===== src/rtl/pipe_pkg.sv =====
// rtl/pipe_pkg.sv - shared types and constants for the pipeline hazard controller
//
// Purpose: register-address width, forward-select encodings, FSM state type,
//          shadow-entry struct and the source-match helper.
// Ports:   none (package).
package pipe_pkg;

   localparam int REG_ADDR_W = 4;

   // Operand source for the instruction entering EX
   localparam logic [1:0] FWD_RF    = 2'b00;
   localparam logic [1:0] FWD_EXMEM = 2'b01;
   localparam logic [1:0] FWD_MEMWB = 2'b10;
   localparam logic [1:0] FWD_WB    = 2'b11;

   typedef enum logic [1:0] {
      ST_RUN   = 2'd0,
      ST_STALL = 2'd1,
      ST_FLUSH = 2'd2
   } state_e;

   // One in-flight writer: valid, destination register, is-load
   typedef struct packed {
      logic                  v;
      logic [REG_ADDR_W-1:0] dst;
      logic                  ld;
   } shadow_t;

   // A source only matches if the ID instruction is real and actually reads it
   function automatic logic src_match(input logic                  id_valid,
                                      input logic                  uses,
                                      input shadow_t               e,
                                      input logic [REG_ADDR_W-1:0] addr);
      return id_valid & uses & e.v & (e.dst == addr);
   endfunction

endpackage


===== src/rtl/pipe_shadow_stage.sv =====
// rtl/pipe_shadow_stage.sv - one {v, dst, ld} shadow register with bubble load
//
// Purpose: mirrors the destination info of the instruction held in one
//          pipeline stage (EX, MEM or WB).
// Ports:
//   clk      in  pipeline clock
//   reset_n  in  asynchronous active-low reset
//   i_bubble in  load an invalid entry instead of i_entry
//   i_entry  in  entry arriving from the previous stage
//   o_entry  out entry currently held
module pipe_shadow_stage
   import pipe_pkg::*;
(
   input  logic    clk,
   input  logic    reset_n,
   input  logic    i_bubble,
   input  shadow_t i_entry,
   output shadow_t o_entry
);

   shadow_t r_entry;

   always_ff @(posedge clk or negedge reset_n) begin
      if (!reset_n) begin
         r_entry <= '0;
      end else if (i_bubble) begin
         r_entry <= '0;
      end else begin
         r_entry <= i_entry;
      end
   end

   assign o_entry = r_entry;

endmodule


===== src/rtl/pipe_hazard_ctrl.sv =====
// rtl/pipe_hazard_ctrl.sv - hazard, flush and forwarding controller for a 5-stage pipeline
//
// Purpose: tracks in-flight destination registers (EX/MEM/WB shadow) and drives
//          PC/IF-ID hold, IF-ID flush, ID-EX bubble and operand forward selects.
//          Keeps saturating stall/flush counters and a registered RUN/STALL/FLUSH
//          state for debug.
// Build option: PIPE_HAZARD_FORWARD_EN - when defined, forwarding is active and
//          only load-use stalls; otherwise selects are 00 and every RAW stalls.
// Ports:
//   clk, reset_n                  clock, asynchronous active-low reset
//   id_valid, id_s1/s2_addr,
//   id_uses_s1/s2, id_wr_en,
//   id_d_addr, id_is_load         decoded ID-stage instruction
//   ex_redirect                   branch taken / JAL resolved in EX
//   pc_stall, ifid_stall          hold PC and IF/ID
//   ifid_flush, idex_bubble       squash IF/ID, insert NOP into ID/EX
//   fwd_s1_sel, fwd_s2_sel        operand source selects
//   stall_count, flush_count      saturating performance counters
//   dbg_state                     registered RUN/STALL/FLUSH state
module pipe_hazard_ctrl
   import pipe_pkg::*;
#(
   parameter int CNT_W = 32
) (
   input  logic                  clk,
   input  logic                  reset_n,
   input  logic                  id_valid,
   input  logic [REG_ADDR_W-1:0] id_s1_addr,
   input  logic [REG_ADDR_W-1:0] id_s2_addr,
   input  logic                  id_uses_s1,
   input  logic                  id_uses_s2,
   input  logic                  id_wr_en,
   input  logic [REG_ADDR_W-1:0] id_d_addr,
   input  logic                  id_is_load,
   input  logic                  ex_redirect,
   output logic                  pc_stall,
   output logic                  ifid_stall,
   output logic                  ifid_flush,
   output logic                  idex_bubble,
   output logic [1:0]            fwd_s1_sel,
   output logic [1:0]            fwd_s2_sel,
   output logic [CNT_W-1:0]      stall_count,
   output logic [CNT_W-1:0]      flush_count,
   output logic [1:0]            dbg_state
);

   shadow_t w_id_entry;
   shadow_t w_ex;
   shadow_t w_mem;
   shadow_t w_wb;

   logic w_s1_ex, w_s1_mem, w_s1_wb;
   logic w_s2_ex, w_s2_mem, w_s2_wb;
   logic w_hz;
   logic w_pc_stall;
   logic w_ifid_stall;
   logic w_ifid_flush;
   logic w_idex_bubble;
   logic [1:0] w_fwd_s1;
   logic [1:0] w_fwd_s2;

   state_e           r_state;
   logic [CNT_W-1:0] r_stall_cnt;
   logic [CNT_W-1:0] r_flush_cnt;

   // Load flag is irrelevant once the writer has reached WB
   logic w_unused;
   assign w_unused = &{1'b0, w_wb.ld};

   // ---------------- shadow pipeline ----------------
   assign w_id_entry = '{v: id_valid & id_wr_en, dst: id_d_addr, ld: id_is_load};

   pipe_shadow_stage u_ex (
      .clk      (clk),
      .reset_n  (reset_n),
      .i_bubble (w_idex_bubble),
      .i_entry  (w_id_entry),
      .o_entry  (w_ex)
   );

   pipe_shadow_stage u_mem (
      .clk      (clk),
      .reset_n  (reset_n),
      .i_bubble (1'b0),
      .i_entry  (w_ex),
      .o_entry  (w_mem)
   );

   pipe_shadow_stage u_wb (
      .clk      (clk),
      .reset_n  (reset_n),
      .i_bubble (1'b0),
      .i_entry  (w_mem),
      .o_entry  (w_wb)
   );

   // ---------------- source matching ----------------
   assign w_s1_ex  = src_match(id_valid, id_uses_s1, w_ex,  id_s1_addr);
   assign w_s1_mem = src_match(id_valid, id_uses_s1, w_mem, id_s1_addr);
   assign w_s1_wb  = src_match(id_valid, id_uses_s1, w_wb,  id_s1_addr);
   assign w_s2_ex  = src_match(id_valid, id_uses_s2, w_ex,  id_s2_addr);
   assign w_s2_mem = src_match(id_valid, id_uses_s2, w_mem, id_s2_addr);
   assign w_s2_wb  = src_match(id_valid, id_uses_s2, w_wb,  id_s2_addr);

`ifdef PIPE_HAZARD_FORWARD_EN
   // Only a load in EX cannot be forwarded in time: its data appears after MEM
   assign w_hz = (w_s1_ex | w_s2_ex) & w_ex.ld;

   // Youngest producer wins; selects are meaningless during a stall
   always_comb begin
      w_fwd_s1 = FWD_RF;
      w_fwd_s2 = FWD_RF;
      if (!w_hz) begin
         if (w_s1_ex)       w_fwd_s1 = FWD_EXMEM;
         else if (w_s1_mem) w_fwd_s1 = FWD_MEMWB;
         else if (w_s1_wb)  w_fwd_s1 = FWD_WB;
         if (w_s2_ex)       w_fwd_s2 = FWD_EXMEM;
         else if (w_s2_mem) w_fwd_s2 = FWD_MEMWB;
         else if (w_s2_wb)  w_fwd_s2 = FWD_WB;
      end
   end
`else
   // No bypass and no write-through: wait until the writer has left WB
   assign w_hz = w_s1_ex | w_s1_mem | w_s1_wb | w_s2_ex | w_s2_mem | w_s2_wb;

   always_comb begin
      w_fwd_s1 = FWD_RF;
      w_fwd_s2 = FWD_RF;
   end
`endif

   // ---------------- control ----------------
   // Redirect wins: IF and ID hold wrong-path instructions, so their hazard is moot
   always_comb begin
      w_pc_stall    = 1'b0;
      w_ifid_stall  = 1'b0;
      w_ifid_flush  = 1'b0;
      w_idex_bubble = 1'b0;
      if (ex_redirect) begin
         w_ifid_flush  = 1'b1;
         w_idex_bubble = 1'b1;
      end else if (w_hz) begin
         w_pc_stall    = 1'b1;
         w_ifid_stall  = 1'b1;
         w_idex_bubble = 1'b1;
      end
   end

   // ---------------- FSM and counters ----------------
   always_ff @(posedge clk or negedge reset_n) begin
      if (!reset_n) begin
         r_state     <= ST_RUN;
         r_stall_cnt <= '0;
         r_flush_cnt <= '0;
      end else if (ex_redirect) begin
         r_state <= ST_FLUSH;
         if (r_flush_cnt != '1) r_flush_cnt <= r_flush_cnt + CNT_W'(1);
      end else if (w_hz) begin
         r_state <= ST_STALL;
         if (r_stall_cnt != '1) r_stall_cnt <= r_stall_cnt + CNT_W'(1);
      end else begin
         r_state <= ST_RUN;
      end
   end

   assign pc_stall    = w_pc_stall;
   assign ifid_stall  = w_ifid_stall;
   assign ifid_flush  = w_ifid_flush;
   assign idex_bubble = w_idex_bubble;
   assign fwd_s1_sel  = w_fwd_s1;
   assign fwd_s2_sel  = w_fwd_s2;
   assign stall_count = r_stall_cnt;
   assign flush_count = r_flush_cnt;
   assign dbg_state   = r_state;

endmodule


===== config.mk =====
export PLATFORM = sky130hd
export DESIGN_NAME = pipe_hazard_ctrl
export DESIGN_NICKNAME = d
export VERILOG_FILES = /design/src/rtl/pipe_pkg.sv /design/src/rtl/pipe_shadow_stage.sv /design/src/rtl/pipe_hazard_ctrl.sv
export SDC_FILE = /design/constraint.sdc
export NUM_CORES = 1
export LEC_CHECK = 0
export ABC_CLOCK_PERIOD_IN_PS = 3440
export CORE_UTILIZATION = 40
export DETAILED_ROUTE_END_ITERATION = 8
export HOLD_SLACK_MARGIN = 0.03
export PLACE_DENSITY = 0.77
export SYNTH_ARGS = -nofsm -noshare
export SYNTH_HDL_FRONTEND = slang
export SYNTH_SLANG_ARGS = --single-unit

===== constraint.sdc =====
create_clock -name clk -period 3.44 [get_ports clk]
set_clock_uncertainty 0.15 [all_clocks]
set_input_delay 0.688 -clock clk [delete_from_list [all_inputs] [get_ports clk]]
set_output_delay 0.688 -clock clk [all_outputs]
set_load 0.01 [all_outputs]

==> results by group, run 1 <==
Drt
  • Final WL: 8290 um
  • Initial DRC count: 102
  • DRC: 0
  • Antenna Nets Post-Route: 0
  • Drt wl/cell: 14.1 um
  • DR vias/cell: 4.95
  • DRT Pass-1 Iters: 4
  • Total vias in the final route: 2902

Cells and area
  • Most frequent cells in the layout: 81 x dfrtp_1, 75 x clkdlybuf4s50_1, 59 x xnor2_1
  • Fill cell count: 812
  • Fin nets: 475
  • Finished Cell Area: 5210 um2
  • Share of layout cells above drive strength 1: 10.3%
  • Area delta synth->final: 35.1%
  • Most common cell after layout, fill and taps aside: dfrtp_1
  • Diode count: 0
  • Final core utilization: 56.1%

STA
  • Worst slew pin tran: 1.00 ns
  • Hold slack final: 0.276 ns
  • Final min period: 3.22 ns
  • RSZ-0062 raised after global routing: false
  • Tcrit/Tclk final: 93.7%
  • Pins over their slew limit: 0
  • Worst slew margin: 33.0%
  • Hold Vio Cnt, Final: 0
  • Achievable Freq: 0.310 GHz
  • Final setup violation count: 0

Floorplanning
  • Number of core rows: 35
  • Initial core utilization: 41.5%
  • Die H: 100 um
  • Core Area: 9280 um2
  • Die X-Extent: 100 um
  • Num ports: 94
  • Die ar.: 10000 um2

GRT
  • Vias in the first global route: 2944
  • GRT Residual Overflow: 0
  • Initial antenna violation count: 0
  • Gr usage total: 17.8%
  • First-pass GRT wire length: 14200 um
  • Pin count of the biggest net entering global routing: 82

Synth
  • Yosys warnings: 0
  • Compound-Gate Fraction of Synth Area: 1.17%
  • Post-synthesis mux area share: 0.681%
  • Number of synthesized flops with an enable pin: 0
  • Synthesized flop and latch total: 81
  • Cells after Synth: 351
  • Xor/xnor share of the synthesized area: 19.1%
  • Post-Syn Area per Cell: 11.0 um2
  • Asr flop ratio synth: 100%
  • Library cells used by synthesis: 43
  • Simple-gate share of the synthesized area: 23.7%
  • Post-Syn Area: 3860 um2
  • Area share of fa/ha/maj cells after synthesis: 0.649%
  • Ys flop type: dfrtp_1
  • Largest family of logic cells by synthesized area: simple AND/OR/NAND/NOR gates
  • Seq/Total Area, Yosys: 52.6%

Clock tree
  • H-tree depth reported by CTS: 3
  • Clock Latency Late Sink: 0.34 ns
  • Root Driver: clkbuf_8
  • Clock transition at the registers of the reported paths: 0.09 ns
  • Cts-stage hold buffer count: 0
  • # clock sinks: 81
  • Num CTS Buffers: 9
  • CTS tree: yes
  • Clock tree buffer depth: 2

Power and ir drop
  • Leak pwr: 2.26 nW
  • Worst vdd ir: 0.000185 V
  • Power per cell area: 407 nW/um2

Min path
  • Class of the most critical hold timing path: reg2reg
  • Worst Hold Depth: 0

Placed design
  • Placed wire-length estimate: 5780 um
  • IO Port Bufs: 88
  • Final GP Congestion: 0.826
  • Placed Area: 4890 um2

Run status
  • Status: finished clean

Setup path
  • Cells on worst reg2reg path: 13
  • Worst setup SP type: input pin
  • Nature of the critical path endpoint: primary output
  • Maximum fanout along the worst path: 3
  • CP Data Arrival Time: 2.38 ns
  • Crit Path Category: in2out
  • CP Data Required Time: 2.60 ns

Run
  • Max Cap Viol: 0
## layout make-up
type | instances | area (um2) | area share [%]
inverter | 2 | 7.51 | 0.144
clock buffer | 10 | 128 | 2.45
sequential | 81 | 2030 | 38.9
tap | 129 | 161 | 3.10
multi-input combinational | 258 | 1800 | 34.6
clock inverter | 5 | 81.3 | 1.56
timing repair buffer | 101 | 1000 | 19.3
## worst max-delay path, cell delays in order
cell,delay (ns)
clkdlybuf4s50_1,0.51
nand4_1,0.13
nor4_1,0.29
nor4_2,0.09
o211ai_1,0.19
nor2b_4,0.23
clkdlybuf4s15_2,0.24
## final timing paths
| kind | slack (ns) | startpoint | end |
|---|---|---|---|
| worst min register to register | 0.28 | u_ex.o_entry[5] | u_mem.o_entry[5] |
| min in group asynchronous | 0.36 | reset_n | u_wb.o_entry[2] |
| worst min-delay path | 0.28 | u_ex.o_entry[5] | u_mem.o_entry[5] |
| max in group asynchronous | 2.13 | reset_n | flush_count[11] |
| worst max register to register | 0.51 | u_mem.o_entry[3] | stall_count[1] |
| worst max-delay path | 0.22 | id_uses_s2 | ifid_stall |
## metal layers
layer	up-vias	global-route usage, %	share of wire, %	wire [um]
li1	1420	-	-	-
met1	1395	23.6	47	3860
met2	73	29.1	48	4000
met3	14	3.06	3.4	283
met4	0	7.13	1.8	151
met5	-	0	0	0
## timing repair
| item | 4_1_cts | 5_1_grt |
|---|---|---|
| setup endpoints to repair | 3 | 31 |
| gates resized for setup | 12 | 12 |
| setup buffers | 7 | 0 |
| pin swaps | 2 | 4 |
## state kept, by name, indices dropped and copies added, names as in the netlist
register / count
u_mem.o_entry: 5
u_ex.o_entry: 5
stall_count: 32
u_wb.o_entry: 5
flush_count: 32
dbg_state: 2
## report_power, final
part | internal, mW | switching [mW]
registers | 1.01 | 0.0774
logic | 0.163 | 0.136
clock network | 0.405 | 0.331
total | 1.58 | 0.545
## stage by stage
step                setup TNS [ns]  setup WS, ns  instances  power, mW
floorplan                        0         0.322        354       1.22
global placement            -0.662        -0.245        566       1.39
detailed placement          -0.885        -0.337        566       1.40
CTS                              0       0.00332        587       2.15
global route                     0         0.100        586       2.22
finish                           0         0.217        586       2.12
## kinds of logic (layout without fill, tap and decap cells)
| group | Yosys count | after routing |
|---|---|---|
| adder cells (fa/ha/maj) | 2 | 2 |
| multiplexers | 2 | 2 |
| other | 1 | 4 |
| AND/OR/NAND/NOR | 160 | 160 |
| flip-flops | 81 | 81 |
| XOR/XNOR | 84 | 84 |
| AO/OA/AOI/OAI | 6 | 6 |
| buffers and inverters | 15 | 118 |
## synthesized netlist by cell type, types with 2 or more instances
| cell type | number | area share, % |
|---|---|---|
| and2_1 | 6 | 0.97 |
| and3_1 | 15 | 2.4 |
| and4_1 | 6 | 1.4 |
| buf_2 | 2 | 0.26 |
| buf_4 | 6 | 1.2 |
| clkbuf_1 | 4 | 0.39 |
| dfrtp_1 | 81 | 53 |
| ha_1 | 2 | 0.65 |
| inv_1 | 2 | 0.19 |
| nand2_1 | 28 | 2.7 |
| nand3_1 | 27 | 3.5 |
| nand3b_1 | 3 | 0.58 |
| nand4_1 | 30 | 4.9 |
| nand4b_1 | 2 | 0.45 |
| nor2_1 | 14 | 1.4 |
| nor3_1 | 7 | 0.91 |
| nor4_1 | 6 | 0.97 |
| nor4b_1 | 2 | 0.45 |
| or2_2 | 2 | 0.32 |
| xnor2_1 | 59 | 13 |
| xor2_1 | 25 | 5.7 |
Note: power is estimated with default switching activity, not from simulation.
==> inputs of run 2 (changes only) <==
--- a/config.mk
+++ b/config.mk
@@ -9,7 +9,8 @@
 export CORE_UTILIZATION = 40
 export DETAILED_ROUTE_END_ITERATION = 8
 export HOLD_SLACK_MARGIN = 0.03
-export PLACE_DENSITY = 0.77
+export PLACE_DENSITY = 0.76
 export SYNTH_ARGS = -nofsm -noshare
 export SYNTH_HDL_FRONTEND = slang
+export SYNTH_HIERARCHICAL = 1
 export SYNTH_SLANG_ARGS = --single-unit
==> run 2 against run 1 <==
Net effect:
- sequential power about the same
- largest cell class unchanged
- core utilization up 0.72 points
- routed wire length increased by 13%
- via count increased by 7.6%
- non-clock buffer count increased by 1
- sequential cell count unchanged
- highest routed layer unchanged
- critical endpoint unchanged
- combinational power is 10% lower
==> results by group, run 2 <==
Run status
  • Status: finished clean

Power and ir drop
  • Worst vdd ir: 0.000216 V (+17%)
  • Power per cell area: 395 nW/um2 (-3.1%)
  • Leak pwr: 2.25 nW (-0.64%)

STA
  • Achievable Freq: 0.298 GHz (-3.8%)
  • Final min period: 3.35 ns (+0.129 ns)
  • Pins over their slew limit: 0 (unchanged)
  • Setup TNS: 0 ns (unchanged)
  • Tcrit/Tclk final: 97.4% (+3.8 points)
  • Worst slew margin: 30.2% (-2.8 points)
  • Worst slew pin tran: 1.05 ns (+0.0419 ns)
  • Hold Vio Cnt, Final: 0 (unchanged)
  • Final setup violation count: 0 (unchanged)

Cells and area
  • Most frequent cells in the layout: 81 x dfrtp_1, 76 x clkdlybuf4s50_1, 51 x xnor2_1
  • Area delta synth->final: 35.7%
  • Final core utilization: 56.8% (+0.72 points)
  • Fill cell count: 844 (+3.9%)
  • Most common cell after layout, fill and taps aside: dfrtp_1
  • Diode count: 0 (unchanged)
  • Share of layout cells above drive strength 1: 9.24% (-1.0 points)
  • Fin nets: 515 (+8.4%)

Drt
  • Met2 Routed Length: 4630 um (+16%)
  • WL met1: 4160 um (+7.8%)
  • Total vias in the final route: 3122 (+7.6%)
  • Final WL: 9380 um (+13%)
  • Initial DRC count: 68 (-33%)
  • DR vias/cell: 4.98 (+0.55%)
  • Drt wl/cell: 15.0 um (+5.8%)
  • DRC: 0 (unchanged)
  • Antenna Nets Post-Route: 0 (unchanged)
  • DRT Pass-1 Iters: 4 (unchanged)
  • Max layer used: met4
  • Met3 Routed Length: 433 um (+53%)

Floorplanning
  • Initial core utilization: 41.9% (+0.36 points)
  • Die X-Extent: 101 um (+0.89%)
  • Num ports: 94 (unchanged)
  • Core Area: 9370 um2 (+0.94%)
  • Die H: 101 um (+0.89%)
  • Die ar.: 10200 um2 (+1.8%)
  • Number of core rows: 35 (unchanged)

Clock tree
  • Clock Latency Late Sink: 0.36 ns (+0.02 ns)
  • Clock tree buffer depth: 2 (unchanged)
  • Num CTS Buffers: 9 (unchanged)
  • # clock sinks: 81 (unchanged)
  • Cts-stage hold buffer count: 0 (unchanged)
  • Root Driver: clkbuf_8
  • Clock transition at the registers of the reported paths: 0.10 ns (about the same)
  • H-tree depth reported by CTS: 3 (unchanged)
  • CTS tree: yes

Setup path
  • Worst setup SP type: input pin
  • CP Data Required Time: 2.60 ns (about the same)
  • Crit Path Category: in2out
  • Nature of the critical path endpoint: primary output
  • CP Data Arrival Time: 2.51 ns (+0.13 ns)
  • Maximum fanout along the worst path: 4 (+1)

GRT
  • Pin count of the biggest net entering global routing: 82 (unchanged)
  • Gr usage total: 19.1% (+1.3 points)
  • Initial antenna violation count: 0 (unchanged)
  • GRT Residual Overflow: 0 (unchanged)
  • Vias in the first global route: 3037 (+3.2%)
  • First-pass GRT wire length: 15000 um (+5.4%)

Placed design
  • Placed wire-length estimate: 6610 um (+14%)
  • IO Port Bufs: 88 (unchanged)
  • Final GP Congestion: 0.824 (-0.19%)

Run
  • Max Cap Viol: 0 (unchanged)

Synth
  • Cells after Synth: 377 (+7.4%)
  • Post-Syn Area per Cell: 10.4 um2 (-5.2%)
  • Yosys warnings: 6 (+6)
  • Post-Syn Area: 3930 um2 (+1.8%)

Min path
  • Class of the most critical hold timing path: in2async
[run 2: cell types whose count changed in the layout (fill, tap and decap cells not counted), moves of 9 or more]
cell           previous run  this run
nor2b_1                   0        16
conb_1                    4        14
dlygate4sd2_1             1        10
nor2_1                   14        25
[run 2: power by group]
group	switching, mW	internal, mW	total [mW]
Combinational	0.130	0.140	0.270
Clock	0.356	0.412	0.768
Sequential	0.0649	1.00	1.06
Total	0.550	1.55	2.10
[run 2: path summary, 6_finish.rpt]
| check | end | cells past startpoint | slack, ns | start |
|---|---|---|---|---|
| setup / recovery | ifid_stall | 8 | 0.09 | id_uses_s2 |
| hold / removal | stall_count[31] | 1 | 0.30 | reset_n |
| setup reg to reg | stall_count[1] | 10 | 0.86 | u_mem/o_entry[3] |
| hold reg to reg | flush_count[17] | 1 | 0.36 | flush_count[17] |
| max in group asynchronous | u_wb/o_entry[4] | 1 | 2.08 | reset_n |
| min in group clk | flush_count[17] | 1 | 0.36 | flush_count[17] |
[run 2: worst max-delay path, stage by stage]
cell	delay, ns
clkdlybuf4s50_1	0.51
nand4_1	0.22
nor4_4	0.25
nor4_2	0.09
buf_4	0.15
a21oi_1	0.14
buf_4	0.17
dlygate4sd2_1	0.29
[run 2: per-stage QoR]
step	hold WS, ns	instance area (um2)	setup WS [ns]	cells	power [mW]
finish	0.304	5330	0.0884	627	2.10
floorplan	0.242	3980	0.496	390	1.18
global route	0.369	5330	-0.0316	627	2.20
detailed placement	0.340	5050	-0.298	610	1.35
CTS	0.358	5280	0.0569	627	2.12
global placement	0.331	5050	-0.237	610	1.34
[run 2: final cells by class]
type	instances	area [um2]	area share, %
Clock buffer	10	128	2.40
Tap cell	129	161	3.03
Inverter	10	37.5	0.705
Multi-Input combinational cell	289	1910	35.8
Sequential cell	81	2030	38.1
Clock inverter	6	90.1	1.69
Timing Repair Buffer	102	973	18.3
[run 2: repair_timing]
action / in CTS / in global routing
buffers inserted: 1 / 0
setup endpoints to repair: 3 / 2
gates resized for setup: 13 / 7
pin swaps: 3 / 1
[run 2: metal layers]
metal	global-route usage, %	vias up
met2	30.7	80
met1	25.2	1517
met4	7.58	0
met3	3.95	12
li1	-	1513
met5	0	-
==> inputs of run 3 (changes only) <==
--- a/config.mk
+++ b/config.mk
@@ -5,11 +5,12 @@
 export SDC_FILE = /design/constraint.sdc
 export NUM_CORES = 1
 export LEC_CHECK = 0
+export ABC_AREA = 1
 export ABC_CLOCK_PERIOD_IN_PS = 3440
 export CORE_UTILIZATION = 40
 export DETAILED_ROUTE_END_ITERATION = 8
 export HOLD_SLACK_MARGIN = 0.03
-export PLACE_DENSITY = 0.76
+export PLACE_DENSITY = 0.73
 export SYNTH_ARGS = -nofsm -noshare
 export SYNTH_HDL_FRONTEND = slang
 export SYNTH_HIERARCHICAL = 1
==> run 3 against run 2 <==
Net effect:
- register-to-register slack improved by 0.13 ns
- worst hold slack got worse by 0.12 ns
- largest power group unchanged
- critical endpoint unchanged
- design area increased by 25%
- via count increased by 58%
- clock-buffer cell count increased by 2
- global-route usage increased by 0.43 points
- sequential power about the same
- die area increased by 35%
==> results by group, run 3 <==
Clock tree
  • CTS tree: yes
  • Cts-stage hold buffer count: 0 (unchanged)
  • Clock Latency Late Sink: 0.35 ns (about the same)
  • # clock sinks: 81 (unchanged)
  • H-tree depth reported by CTS: 3 (unchanged)
  • Setup Buffers After CTS: 0 (-1)
  • Clock tree buffer depth: 2 (unchanged)
  • Clock transition at the registers of the reported paths: 0.06 ns (-0.04 ns)
  • Root Driver: clkbuf_16
  • Num CTS Buffers: 9 (unchanged)

Run status
  • Status: finished clean

Synth
  • Post-Syn Area: 5320 um2 (+35%)
  • Yosys warnings: 6 (unchanged)
  • Post-Syn Area per Cell: 6.93 um2 (-33%)
  • Cells after Synth: 767 (+100%)

Placed design
  • IO Port Bufs: 88 (unchanged)
  • Placed Area: 6340 um2 (+26%)
  • DP Worst Slack: -0.0209 ns (+0.277 ns)
  • Placed wire-length estimate: 9300 um (+41%)
  • Final GP Congestion: 0.892 (+8.3%)

STA
  • Worst slew margin: 62.2% (+32 points)
  • Hold Vio Cnt, Final: 0 (unchanged)
  • Final min period: 2.98 ns (-0.370 ns)
  • Worst setup margin: 0.458 ns (+0.370 ns)
  • Final setup violation count: 0 (unchanged)
  • Hold slack final: 0.181 ns (-0.123 ns)
  • Achievable Freq: 0.335 GHz (+12%)
  • Tcrit/Tclk final: 86.7% (-11 points)
  • Pins over their slew limit: 0 (unchanged)
  • Worst slew pin tran: 0.568 ns (-0.479 ns)
  • Setup TNS: 0 ns (unchanged)
  • RSZ-0062 raised after global routing: false

Cells and area
  • Area delta synth->final: 25.0%
  • Most common cell after layout, fill and taps aside: nand2_1
  • Fill cell count: 1245 (+48%)
  • Final core utilization: 52.1% (-4.8 points)
  • Fin nets: 885 (+72%)
  • Share of layout cells above drive strength 1: 7.61% (-1.6 points)
  • Finished Cell Area: 6650 um2 (+25%)
  • Most frequent cells in the layout: 286 x nand2_1, 95 x nor2_1, 84 x clkdlybuf4s50_1

Drt
  • DRC: 0 (unchanged)
  • Initial DRC count: 316 (+360%)
  • Drt wl/cell: 12.2 um (-18%)
  • Final WL: 12700 um (+36%)
  • Antenna Nets Post-Route: 0 (unchanged)
  • DR vias/cell: 4.74 (-4.8%)
  • DRT Pass-1 Iters: 4 (unchanged)
  • Total vias in the final route: 4931 (+58%)

Power and ir drop
  • Leak pwr: 3.12 nW (+39%)
  • Power per cell area: 357 nW/um2 (-9.5%)
  • Worst vdd ir: 0.000374 V (+73%)

Floorplanning
  • Number of core rows: 41 (+17%)
  • Die X-Extent: 117 um (+16%)
  • Die ar.: 13800 um2 (+35%)
  • Core Area: 12800 um2 (+36%)
  • Initial core utilization: 41.6% (-0.27 points)
  • Die H: 117 um (+16%)
  • Num ports: 94 (unchanged)

GRT
  • First-pass GRT wire length: 21700 um (+45%)
  • GR Util met1: 26.7% (+1.4 points)
  • Met2 Track Usage GR: 29.7% (-0.93 points)
  • GR Layer Usage met3: 4.18% (+0.23 points)
  • Busiest grt layer: met2
  • Initial antenna violation count: 0 (unchanged)
  • Vias in the first global route: 4541 (+50%)
  • Gr usage total: 19.5% (+0.43 points)
  • Pin count of the biggest net entering global routing: 44 (-46%)
  • GRT Residual Overflow: 0 (unchanged)

Min path
  • Class of the most critical hold timing path: in2async

Setup path
  • Nature of the critical path endpoint: primary output
  • CP Data Arrival Time: 2.14 ns (-0.37 ns)
  • Maximum fanout along the worst path: 5 (+1)
  • Crit Path Category: in2out
  • Worst setup SP type: input pin
  • CP Data Required Time: 2.60 ns (about the same)

Run
  • Max Cap Viol: 0 (unchanged)
[run 3: path summary, 6_finish.rpt]
| kind | depth (start not counted) | from | endpoint | slack [ns] |
|---|---|---|---|---|
| min in group clk | 2 | u_mem/o_entry[5] | u_wb/o_entry[5] | 0.37 |
| worst max register to register | 9 | stall_count[0] | stall_count[14] | 0.99 |
| worst max-delay path | 10 | id_valid | ifid_stall | 0.46 |
| max in group asynchronous | 2 | reset_n | u_mem/o_entry[2] | 2.24 |
| worst min register to register | 2 | u_mem/o_entry[5] | u_wb/o_entry[5] | 0.37 |
| worst min-delay path | 1 | reset_n | stall_count[10] | 0.18 |
[run 3: per-stage QoR]
stage	power (mW)	std cells
floorplan	1.25	780
global placement	1.41	1024
detailed placement	1.42	1024
CTS	2.41	1039
global route	2.49	1039
finish	2.38	1040
[run 3: layout make-up]
cell class / count / area [um2] / share of cell area [%]
Inverter: 85 / 319 / 4.80
Clock buffer: 12 / 256 / 3.86
Sequential cell: 81 / 2030 / 30.5
Antenna cell: 1 / 2.50 / 0.0376
Multi-Input combinational cell: 590 / 2840 / 42.8
Clock inverter: 3 / 40.0 / 0.602
Timing Repair Buffer: 96 / 946 / 14.2
Tap cell: 172 / 215 / 3.24
[run 3: layer usage]
layer	routed length, um	vias up
met3	596	17
met1	6160	2222
met5	0	-
met2	5770	115
li1	-	2577
met4	210	0
[run 3: where the power goes]
| group | switching (mW) | internal (mW) |
|---|---|---|
| combinational | 0.172 | 0.163 |
| clock | 0.380 | 0.595 |
| sequential | 0.0630 | 1.00 |
[run 3: timing repair]
item                       in CTS  in global routing
gates cloned                    0                  0
setup endpoints to repair       2                  3
resized for setup               1                  4
[run 3: critical path: stages]
cell and delay (ns):
clkdlybuf4s50_1 0.55, nand2_1 0.07, inv_1 0.10, nand2_1 0.06, nor2_1 0.11, nand3_1 0.08, nand2_1 0.07, inv_1 0.07
a21oi_2 0.17, dlymetal6s2s_1 0.18
